--- src/rtl/cache_pkg.sv ---
`default_nettype none
// ============================================================================
// Package : cache_pkg
// Brief   : Shared L1/L2 cache types and line-geometry constants.
// Rev     : 1.0  initial release
// ============================================================================
package cache_pkg;

  localparam int BURST_LEN  = 8;
  localparam int LINE_OFF_W = $clog2(BURST_LEN) + 2;

  typedef enum logic [1:0] {
    IDLE  = 2'd0,
    BURST = 2'd1,
    DONE  = 2'd2
  } arb_state_e;

  typedef enum logic {
    OWN_D = 1'b0,
    OWN_P = 1'b1
  } owner_e;

endpackage
`default_nettype wire

--- src/rtl/rr_arb2.sv ---
`default_nettype none
// ============================================================================
// Module : rr_arb2
// Brief  : Combinational two-way round-robin pick between L1D and L1P.
// Rev    : 1.0  initial release
// ============================================================================
module rr_arb2
  import cache_pkg::*;
(
  input  logic d_req,
  input  logic p_req,
  input  logic last_owner,
  output logic pick
);

  // On a tie the side that did not own the last burst wins.
  always_comb begin
    pick = OWN_D;
    if (d_req && p_req) begin
      pick = (last_owner == OWN_P) ? OWN_D : OWN_P;
    end else if (p_req) begin
      pick = OWN_P;
    end
  end

endmodule
`default_nettype wire

--- src/rtl/l2_port_arbiter.sv ---
`default_nettype none
// ============================================================================
// Module : l2_port_arbiter
// Brief  : Shares the L2 port between L1D and L1P, one full line burst per grant.
// Rev    : 1.0  initial release
// ============================================================================
module l2_port_arbiter
  import cache_pkg::*;
#(
  parameter int ADDR_W    = 32,
  parameter int DATA_W    = 32,
  parameter int BURST_LEN = cache_pkg::BURST_LEN
) (
  input  logic              clk,
  input  logic              reset,
  input  logic              d_req,
  input  logic              d_we,
  input  logic [ADDR_W-1:0] d_addr,
  input  logic [DATA_W-1:0] d_wdata,
  output logic              d_gnt,
  output logic              d_beat,
  output logic              d_done,
  input  logic              p_req,
  input  logic [ADDR_W-1:0] p_addr,
  output logic              p_gnt,
  output logic              p_beat,
  output logic              p_done,
  output logic [DATA_W-1:0] rdata,
  output logic              l2_req,
  output logic              l2_we,
  output logic [ADDR_W-1:0] l2_addr,
  output logic [DATA_W-1:0] l2_wdata,
  input  logic              l2_ack,
  input  logic [DATA_W-1:0] l2_rdata
);

  localparam int BEAT_W = $clog2(BURST_LEN);
  localparam int OFF    = BEAT_W + 2;
  localparam logic [BEAT_W-1:0] LAST_BEAT = BEAT_W'(BURST_LEN - 1);
  localparam logic [BEAT_W-1:0] ONE_BEAT  = BEAT_W'(1);

  arb_state_e              r_state;
  arb_state_e              w_state_next;
  logic [BEAT_W-1:0]       r_beat_idx;
  logic                    r_owner;
  logic                    r_last_owner;
  logic                    r_we;
  logic [ADDR_W-OFF-1:0]   r_line_addr;
  logic                    w_pick;
  logic                    w_burst;
  logic                    w_done;
  logic                    w_own_d;
  logic                    w_ack_beat;
  logic                    w_addr_unused;

  assign w_addr_unused = ^{d_addr[OFF-1:0], p_addr[OFF-1:0]};

  rr_arb2 u_rr_arb2 (
    .d_req      (d_req),
    .p_req      (p_req),
    .last_owner (r_last_owner),
    .pick       (w_pick)
  );

  always_ff @(posedge clk) begin
    if (!reset) begin
      r_state <= IDLE;
    end else begin
      r_state <= w_state_next;
    end
  end

  always_comb begin
    w_state_next = r_state;
    case (r_state)
      IDLE:    if (d_req || p_req) w_state_next = BURST;
      BURST:   if (l2_ack && (r_beat_idx == LAST_BEAT)) w_state_next = DONE;
      DONE:    w_state_next = IDLE;
      default: w_state_next = IDLE;
    endcase
  end

  // Owner, direction and line are frozen at grant; requester changes mid-burst are ignored.
  always_ff @(posedge clk) begin
    if (!reset) begin
      r_beat_idx   <= '0;
      r_owner      <= OWN_D;
      r_last_owner <= OWN_P;
      r_we         <= 1'b0;
      r_line_addr  <= '0;
    end else begin
      case (r_state)
        IDLE: begin
          if (d_req || p_req) begin
            r_owner     <= w_pick;
            r_we        <= (w_pick == OWN_D) ? d_we : 1'b0;
            r_line_addr <= (w_pick == OWN_D) ? d_addr[ADDR_W-1:OFF] : p_addr[ADDR_W-1:OFF];
          end
        end
        BURST: begin
          if (l2_ack) r_beat_idx <= r_beat_idx + ONE_BEAT;
        end
        DONE: r_last_owner <= r_owner;
        default: ;
      endcase
    end
  end

  assign w_burst    = (r_state == BURST);
  assign w_done     = (r_state == DONE);
  assign w_own_d    = (r_owner == OWN_D);
  assign w_ack_beat = w_burst && l2_ack;

  assign d_gnt    = (w_burst || w_done) && w_own_d;
  assign p_gnt    = (w_burst || w_done) && !w_own_d;
  assign d_beat   = w_ack_beat && w_own_d;
  assign p_beat   = w_ack_beat && !w_own_d;
  assign d_done   = w_done && w_own_d;
  assign p_done   = w_done && !w_own_d;
  assign rdata    = w_ack_beat ? l2_rdata : '0;
  assign l2_req   = w_burst;
  assign l2_we    = w_burst && r_we;
  assign l2_addr  = w_burst ? {r_line_addr, r_beat_idx, 2'b00} : '0;
  assign l2_wdata = (w_burst && w_own_d) ? d_wdata : '0;

endmodule
`default_nettype wire

--- config.mk ---
export PLATFORM = sky130hd
export DESIGN_NAME = l2_port_arbiter
export DESIGN_NICKNAME = d
export VERILOG_FILES = /design/src/rtl/cache_pkg.sv /design/src/rtl/rr_arb2.sv /design/src/rtl/l2_port_arbiter.sv
export SDC_FILE = /design/constraint.sdc
export NUM_CORES = 1
export LEC_CHECK = 0
export CAP_MARGIN = 20
export CORE_MARGIN = 5
export CORE_UTILIZATION = 29
export CTS_CLUSTER_DIAMETER = 50
export DETAILED_ROUTE_END_ITERATION = 7
export PLACE_DENSITY_LB_ADDON = 0.3
export SYNTH_ARGS = -nofsm -noshare
export SYNTH_HDL_FRONTEND = slang
export SYNTH_SLANG_ARGS = --single-unit
--- constraint.sdc ---
create_clock -name clk -period 1.9 [get_ports clk]
set_input_delay 0.475 -clock clk [delete_from_list [all_inputs] [get_ports clk]]
set_output_delay 0.475 -clock clk [all_outputs]
set_load 0.01 [all_outputs]
After elaboration in Yosys (flattened, before gate mapping):

Cells that the tools add are included.

* bits in registers: 35
* latch bits: 0
* memory bits (writable): 0
* bits in read-only memories: 0
* output and inout port bits: 104
* logic and storage cells: 41
* memories kept: 0

* add/sub/neg operators: 1
* multipliers: 0
* divide/modulo/power cells: 0
* $lt $le $gt $ge: 0
* eq/ne operators: 5
* shift-type cells: 0
* muxes and demuxes: 11
* bitwise operators: 1
* reductions and logical operators: 17

Operators with widths (number)
* $mux 32: 3
* $mux 27: 1
* $logic_and 1x1->1: 11
* $reduce_and 2->1: 3
* $mux 1: 4
* $mux 2: 2
* $pmux 2 s2: 1
* $add 3x1->3 const B: 1
* $eq 3x3->1 const B: 1
* $eq 2x1->1 const B: 1
* $eq 2x2->1 const B: 1
* $logic_not 2->1: 1
* $logic_or 1x1->1: 2
* $ne 2x1->1 const B: 1
* $ne 2x2->1 const B: 1
* $not 1->1: 1

Logic depth before layout (Yosys ltp):

Gate-level depths: netlist of the first run.

* depth after elaboration: 4
* gate-level depth with buffers: 7

Cells and area by module:

From an unflattened synthesis of the first run, not the netlist that was laid out.

* cell total of the unflattened synthesis: 281
* area total of the unflattened synthesis: 2416.1 sq um

By module, submodules not included
* l2_port_arbiter: instances 1, cells each 280, area each 2404.8 sq um, seq. area each 700.7 sq um
* rr_arb2: instances 1, cells each 1, area each 11.3 sq um, seq. area each 0.0 sq um

Worst setup path before layout of the first run:

Ideal clock, no wire load.

* path type: reg-to-output
* start point: reg r_state[1]
* end point: out d_beat
* arrival time: 1257 ps
* setup slack: 168 ps
* stages on the path, launching flop included: 6
* buffers on the path: 1
* cell sequence: dfxtp_1 > inv_1 > ha_1 > and2b_1 > clkbuf_1 > and2_1

* longest elaborated chain between the ends: 3

Ends and longest elaborated chain
* start: declaration: line l2_port_arbiter.sv:42 `arb_state_e r_state;`
* start signal: assignment: line l2_port_arbiter.sv:69 `r_state <= w_state_next;`
* $eq 2x1->1: line l2_port_arbiter.sv:109 `assign w_burst = (r_state == BURST);`
* via l2_req: line l2_port_arbiter.sv:29 `output logic l2_req,`
* $logic_and 1x1->1: line l2_port_arbiter.sv:112 `assign w_ack_beat = w_burst && l2_ack;`
* $logic_and 1x1->1: line l2_port_arbiter.sv:116 `assign d_beat = w_ack_beat && w_own_d;`
* end: declaration: line l2_port_arbiter.sv:21 `output logic d_beat,`

The timed path passes the listed nets, and every way through them passes these cells.

Worst setup path after layout of the first run:

* start point: reg r_state[1]
* end point: out l2_wdata[0]

* longest elaborated chain between the ends: 3

Ends and longest elaborated chain
* $eq 2x1->1: line l2_port_arbiter.sv:109
* $logic_and 1x1->1: line l2_port_arbiter.sv:124 `assign l2_wdata = (w_burst && w_own_d) ? d_wdata : '0;`
* $mux 32: line l2_port_arbiter.sv:124
* end: declaration: line l2_port_arbiter.sv:32 `output logic [DATA_W-1:0] l2_wdata,`

No other way between the ends.

==> impl_metrics.csv, run 1 <==
group,metric,value,unit
synthesis,synthSimpleGateAreaFrac,35.4,%
detailed_routing,drtIter0Drc,102,
synthesis,muxShareOfSynthArea,0,%
final_layout,num-fill-cells,680,
synthesis,synth_cells,312,
worst_setup_path,criticalPathCategory,"reg2out",
status,violations,"setup timing",
global_routing,grt_pass1_wl,16.6,mm
worst_setup_path,cp.required,1420,ps
detailed_routing,ant_nets,0,
worst_hold_path,hold_path.startpoint,"r_we$_SDFFE_PN0P_",
flow_run,maxCapViolations,0,
final_layout,post-route-util,63.2,%
final_layout,drive_above_1_share,34.4,%
synthesis,synthAdderAreaFrac,2.72,%
synthesis,synth_cell_type_count,29,
detailed_routing,wl_per_cell,16.9,um
synthesis,synth_compound_area_share,22.2,%
global_routing,grt_antenna_before_repair,0,
timing,layout_min_cycle_time,1990,ps
detailed_routing,drc,0,
die,start_util,29.7,%
timing,min_period_over_period,105,%
worst_setup_path,critical_path_arrival,1510,ps
worst_setup_path,crit_path_start_kind,"flop",
synthesis,ys_warn_count,0,
worst_setup_path,reg2reg_from,"r_state[1]$_SDFFE_PN0P_",
clock_tree,hold_buffers,0,
timing,hold-worst-slack,452,ps
placement,numPortBuffers,225,
timing,fmax,503,MHz
global_routing,grt_usage,20.9,%
global_routing,grtUsageMet2,37.3,%
timing,setup_ws,-89.5,ps
synthesis,yosysSeqAreaShare,30.5,%
timing,worst_clock_skew,6.87,ps
final_layout,synthToLayoutAreaGrowth,112,%
clock_tree,cts_tree,"done",
power_and_ir_drop,powerDensity,874,nW/um2
global_routing,grt_max_degree,30,
clock_tree,cts_root_buf,"clkbuf_8",
global_routing,grt-ovfl-total,0,
status,status,"finished, violations left",
placement,gp_congestion,0.826,
die,std_cell_rows,32,
detailed_routing,routed_wl,10.9,mm
final_layout,antenna-diode-count,0,
timing,setup_viol,45,
timing,grt_setup_unrepaired,"yes",
placement,hpwl,7.83,mm
global_routing,grt_pass1_vias,3024,
die,core_area,7730,um2
global_routing,grt.busiest_layer,"met2",
clock_tree,numCtsBuffers,5,
clock_tree,clockBufferDepth,2,
detailed_routing,dr.pass1.iters,5,
timing,hold_violations,0,
clock_tree,cts_num_sinks,35,
synthesis,syn_avg_cell_area,7.36,um2
die,die_x,99,um
synthesis,synth_top_family_by_area,"simple AND/OR/NAND/NOR gates",
global_routing,use_met3,7.08,%
worst_setup_path,setup.worst_path.end_class,"output port",
detailed_routing,viasPerCell,4.73,
clock_tree,clk_latency,280,ps
timing,worst_pin_slew,525,ps
final_layout,final_common_cell,"clkdlybuf4s50_1",
die,die_area,9800,um2
clock_tree,htreeDepth,2,
synthesis,synth_area,2300,um2
die,die-height,99,um
synthesis,synth_seq_cells,35,
timing,timing.final.max_slew_violations,0,
worst_setup_path,path_max_fanout,5,
power_and_ir_drop,vdd_drop_max,0.539,mV
final_layout,nNetsFinal,683,
global_routing,grt_use_met1,23.9,%
detailed_routing,vias,3058,
worst_setup_path,cp-startpoint,"r_state[1]$_SDFFE_PN0P_",
synthesis,synth_xor_area_share,0.381,%
final_layout,layout.cells.most_common_list,"122 x clkdlybuf4s50_1, 52 x a21oi_1, 46 x buf_2",
timing,slew_headroom,65.0,%
power_and_ir_drop,p_leak,2.37,nW
worst_hold_path,hp-class,"reg2reg",
clock_tree,path_clk_slew,70,ps
die,ioPinCount,238,
==> power by group <==
| part | total, mW | internal (mW) | leakage, nW | switching, mW |
|---|---|---|---|---|
| Sequential | 1.01 | 0.923 | 0.291 | 0.0893 |
| Combinational | 2.60 | 1.44 | 2.03 | 1.16 |
| Clock | 0.652 | 0.385 | 0.0513 | 0.267 |
| Total | 4.26 | 2.75 | 2.37 | 1.51 |
==> layer usage <==
metal | vias to the layer above | part of all wire (%)
li1 | 1507 | -
met1 | 1386 | 38
met2 | 152 | 51
met3 | 13 | 9.2
met4 | 0 | 1.3
met5 | - | 0
==> logic make-up (layout without fill, tap and decap cells) <==
kind of cell	count (synthesis)	count (layout)
AO/OA/AOI/OAI	92	92
XOR/XNOR	1	1
adder cells (fa/ha/maj)	5	5
buffers and inverters	34	265
flip-flops	35	35
other	1	2
AND/OR/NAND/NOR	144	144
==> sequential cells by signal, summed over array words and instances, names as in the netlist <==
| signal | flops |
|---|---|
| r_owner | 1 |
| r_beat_idx | 3 |
| r_state | 2 |
| r_we | 1 |
| r_last_owner | 1 |
| r_line_addr | 27 |
==> synthesized netlist by cell type <==
| cell type | count | area share [%] |
|---|---|---|
| nor3b_1 | 1 | 0.33 |
| nand3b_1 | 1 | 0.33 |
| xnor2_1 | 1 | 0.38 |
| dfxtp_1 | 35 | 31 |
| o21ai_0 | 25 | 5.4 |
| o221a_2 | 1 | 0.49 |
| buf_4 | 3 | 0.98 |
| nand3_1 | 3 | 0.65 |
| o21a_2 | 1 | 0.38 |
| conb_1 | 1 | 0.16 |
| and2_1 | 67 | 18 |
| clkbuf_1 | 16 | 2.6 |
| buf_6 | 7 | 3.4 |
| a21boi_4 | 1 | 0.82 |
| and2b_1 | 1 | 0.33 |
| buf_2 | 5 | 1.1 |
| nor2_1 | 2 | 0.33 |
| a21oi_1 | 52 | 11 |
| ha_1 | 5 | 2.7 |
| a21oi_2 | 3 | 1.1 |
| nor2b_1 | 2 | 0.54 |
| nand4_1 | 1 | 0.27 |
| and3_1 | 33 | 9.0 |
| a22oi_1 | 1 | 0.33 |
| o21ai_1 | 4 | 0.87 |
| nand2_1 | 33 | 5.4 |
| inv_1 | 3 | 0.49 |
| a21bo_2 | 1 | 0.44 |
| a21boi_0 | 3 | 0.98 |
==> repair_timing <==
action,4_1_cts,5_1_grt
gates resized for setup,407,86
gates cloned,5,1
endpoints found under the setup margin,102,87
pin swaps,15,10
setup buffers,7,4
==> critical path, stage by stage (launching register included) <==
cell and delay, ps:
dfxtp_2 330, inv_2 50, ha_4 150, and2b_4 210, buf_16 140, buf_6 110, and2_4 130, buf_6 110
==> per-stage QoR <==
step | setup slack, ps | power, mW | TNS (ps) | instance area, um2 | instances
after global placement | -453 | 3.24 | -22620 | 4710 | 627
after CTS | -187 | 4.20 | -3380 | 4800 | 646
after detailed placement | -460 | 3.26 | -23470 | 4710 | 627
after floorplan | 168 | 2.09 | 0 | 2300 | 313
after global routing | -132 | 4.56 | -4030 | 4880 | 646
final | -89.5 | 4.26 | -1810 | 4880 | 646
==> final timing paths <==
kind | end | slack (ps) | depth (start not counted)
worst max-delay path | l2_wdata[0] | -90 | 7
worst min-delay path | r_we$_SDFFE_PN0P_ | 450 | 2
worst max register to register | r_state[1]$_SDFFE_PN0P_ | 160 | 9
worst min register to register | r_we$_SDFFE_PN0P_ | 450 | 2
==> area by class of cell <==
type | instances | area [um2] | area share (%)
Timing Repair Buffer | 255 | 2410 | 49.3
Sequential cell | 35 | 703 | 14.4
Tap cell | 102 | 128 | 2.61
Multi-Input combinational cell | 244 | 1530 | 31.3
Inverter | 3 | 11.3 | 0.231
Clock inverter | 1 | 30.0 | 0.615
Clock buffer | 6 | 72.6 | 1.49
Note: power is estimated with default switching activity, not from simulation.
==> run 2, diff against run 1 <==
- CAP_MARGIN: 20 -> 25
==> results of run 2 <==
Same layout as run 1: the final DEF is identical, and so are final timing and power.
==> run 3, diff against run 2 <==
- CORE_ASPECT_RATIO: default -> 1.25
==> run 3 against run 2 <==
The run still ends with setup timing left. Register-to-register slack improved by 170 ps. Via count grew 1.7%. Fmax down 0.62%. Routed wire length grew 7.8%. Sequential share of layout area increased by 0.059 points. Critical path depth unchanged. Critical path type unchanged.
==> impl_metrics.csv, run 3 (synthesis gave the netlist of run 1 again) <==
group,metric,value,unit
timing,setup_viol,37,
status,status,"finished, violations left",
clock_tree,numCtsBuffers,5,
clock_tree,clk_latency,280,ps
die,start_util,29.7,%
worst_setup_path,setup.worst_path.end_class,"output port",
worst_setup_path,cp.required,1420,ps
placement,numPortBuffers,225,
global_routing,grt_pass1_wl,16.4,mm
placement,hpwl,8.68,mm
final_layout,final_common_cell,"clkdlybuf4s50_1",
worst_setup_path,critPathTopFamily,"buffers and inverters",
clock_tree,cts_tree,"done",
clock_tree,htreeDepth,2,
final_layout,nNetsFinal,684,
die,die-height,110,um
global_routing,grt_max_degree,38,
final_layout,seqCellArea,703,um2
timing,slew_headroom,63.9,%
power_and_ir_drop,switching_power,1.53,mW
placement,placed_area,4730,um2
die,ioPinCount,238,
final_layout,num-fill-cells,711,
timing,worst_pin_slew,541,ps
power_and_ir_drop,p_clk_share,13.5,%
worst_setup_path,r2r_setup_slack,330,ps
timing,grt_setup_unrepaired,"yes",
final_layout,antenna-diode-count,0,
die,die_x,89.6,um
timing,fmax,499,MHz
clock_tree,clockBufferDepth,2,
power_and_ir_drop,vdd_drop_max,0.434,mV
worst_setup_path,crit_chain,"inv_2 > ha_4 > and2b_4 > buf_6 > buf_6 > and2_4 > buf_6",
detailed_routing,dr.pass1.iters,4,
flow_run,maxCapViolations,0,
final_layout,largest_register_ffs,27,
global_routing,grt_antenna_before_repair,0,
worst_setup_path,criticalPathCategory,"reg2out",
timing,setup_ws,-102,ps
timing,worst_clock_skew,6.26,ps
power_and_ir_drop,combPwrFrac,62.0,%
worst_setup_path,critical_path_arrival,1530,ps
detailed_routing,ant_nets,0,
power_and_ir_drop,seqPwrFrac,24.5,%
final_layout,synthToLayoutAreaGrowth,112,%
power_and_ir_drop,switching_share,37.0,%
die,die_area,9810,um2
placement,post-place-ws,-493,ps
clock_tree,hold_buffers,0,
placement,gp_congestion,0.807,
timing,min_period_over_period,105,%
clock_tree,cts_root_buf,"clkbuf_8",
worst_setup_path,slowest_delay,340,ps
global_routing,grt-ovfl-total,0,
power_and_ir_drop,powerDensity,851,nW/um2
die,core_area,7750,um2
final_layout,drive_above_1_share,34.1,%
placement,dp_cells,624,
worst_setup_path,crit_path_start_kind,"flop",
worst_setup_path,path_max_fanout,6,
final_layout,final_area,4860,um2
global_routing,grt_pass1_vias,3060,
timing,timing.final.max_slew_violations,0,
final_layout,fin_cells,640,
detailed_routing,viasPerCell,4.86,
clock_tree,path_clk_slew,80,ps
detailed_routing,drc,0,
detailed_routing,routed_wl,11.8,mm
final_layout,regMostFlops,"r_line_addr",
clock_tree,cts_num_sinks,35,
detailed_routing,drtIter0Drc,60,
global_routing,grt_usage,21.8,%
detailed_routing,vias,3109,
detailed_routing,wl_per_cell,18.4,um
status,violations,"setup timing",
die,std_cell_rows,36,
timing,layout_min_cycle_time,2000,ps
final_layout,layout.cells.most_common_list,"122 x clkdlybuf4s50_1, 52 x a21oi_1, 52 x buf_2",
worst_hold_path,hp-class,"reg2reg",
worst_setup_path,crit_top_cell,"buf_6",
worst_setup_path,critPathSlowestCell,"dfxtp_2",
worst_setup_path,crit_buf_inv,4,
power_and_ir_drop,p_leak,2.34,nW
final_layout,multiInputGateArea,1510,um2
timing,hold_violations,0,
power_and_ir_drop,power.internal,2.61,mW
final_layout,reg_top3,"r_line_addr: 27 flops, r_beat_idx: 3 flops, r_state: 2 flops",
## run 3: cell count changes in the layout (fill, tap and decap cells not counted), sizes merged
cell           delta
clkdlybuf4s15    +15
clkbuf           -17
bufinv            -1
clkinv            +1
buf               +3
## run 3: layout make-up
cell class	instances	share of cell area, %
sequential	35	14.5
clock inverter	1	0.103
timing repair buffer	256	50.0
inverter	3	0.232
multi-input combinational	244	31.1
clock buffer	6	1.70
tap	95	2.45
## run 3: metal layers
layer / track usage (%) / part of all wire (%) / up-vias
li1: - / - / 1510
met1: 22.4 / 34 / 1439
met2: 40.5 / 52 / 146
met3: 8.40 / 12 / 14
met4: 5.64 / 1.7 / 0
met5: 0 / 0 / -
## run 3: repair_timing
item,4_1_cts,5_1_grt
pin swaps,16,18
gates resized for setup,431,52
setup buffers,5,2
endpoints found under the setup margin,102,101
gates cloned,3,2
## run 3: path summary, 6_finish.rpt
check	from	to	cells past startpoint
worst max-delay path	r_state[1]$_SDFFE_PN0P_	l2_wdata[8]	7
worst min-delay path	r_we$_SDFFE_PN0P_	r_we$_SDFFE_PN0P_	2
worst max register to register	r_state[1]$_SDFFE_PN0P_	r_state[1]$_SDFFE_PN0P_	7
worst min register to register	r_we$_SDFFE_PN0P_	r_we$_SDFFE_PN0P_	2
## run 3: per-stage QoR
step	setup TNS, ps	power (mW)	hold WS, ps	utilization (%)
after global placement	-24010	3.30	433	61.1
after global routing	-6250	4.42	495	62.7
after CTS	-4420	3.95	454	60.7
after floorplan	0	2.09	425	-
final	-2000	4.13	451	62.7
after detailed placement	-25940	3.34	444	61.1
## run 3: worst min-delay path: cells and delay by family, from the launching register on
| family | cells | cell delay, ps |
|---|---|---|
| DFF | 1 | 310 |
| and+or+nand+nor | 2 | 100 |
## run 3: power groups by stage
stage	logic, mW	registers, mW	clock network, mW
after floorplan	1.09	0.996	0
after global placement	2.29	1.01	0
after detailed placement	2.32	1.02	0
after CTS	2.37	1.01	0.575
after global routing	2.78	1.03	0.611
final	2.56	1.01	0.559
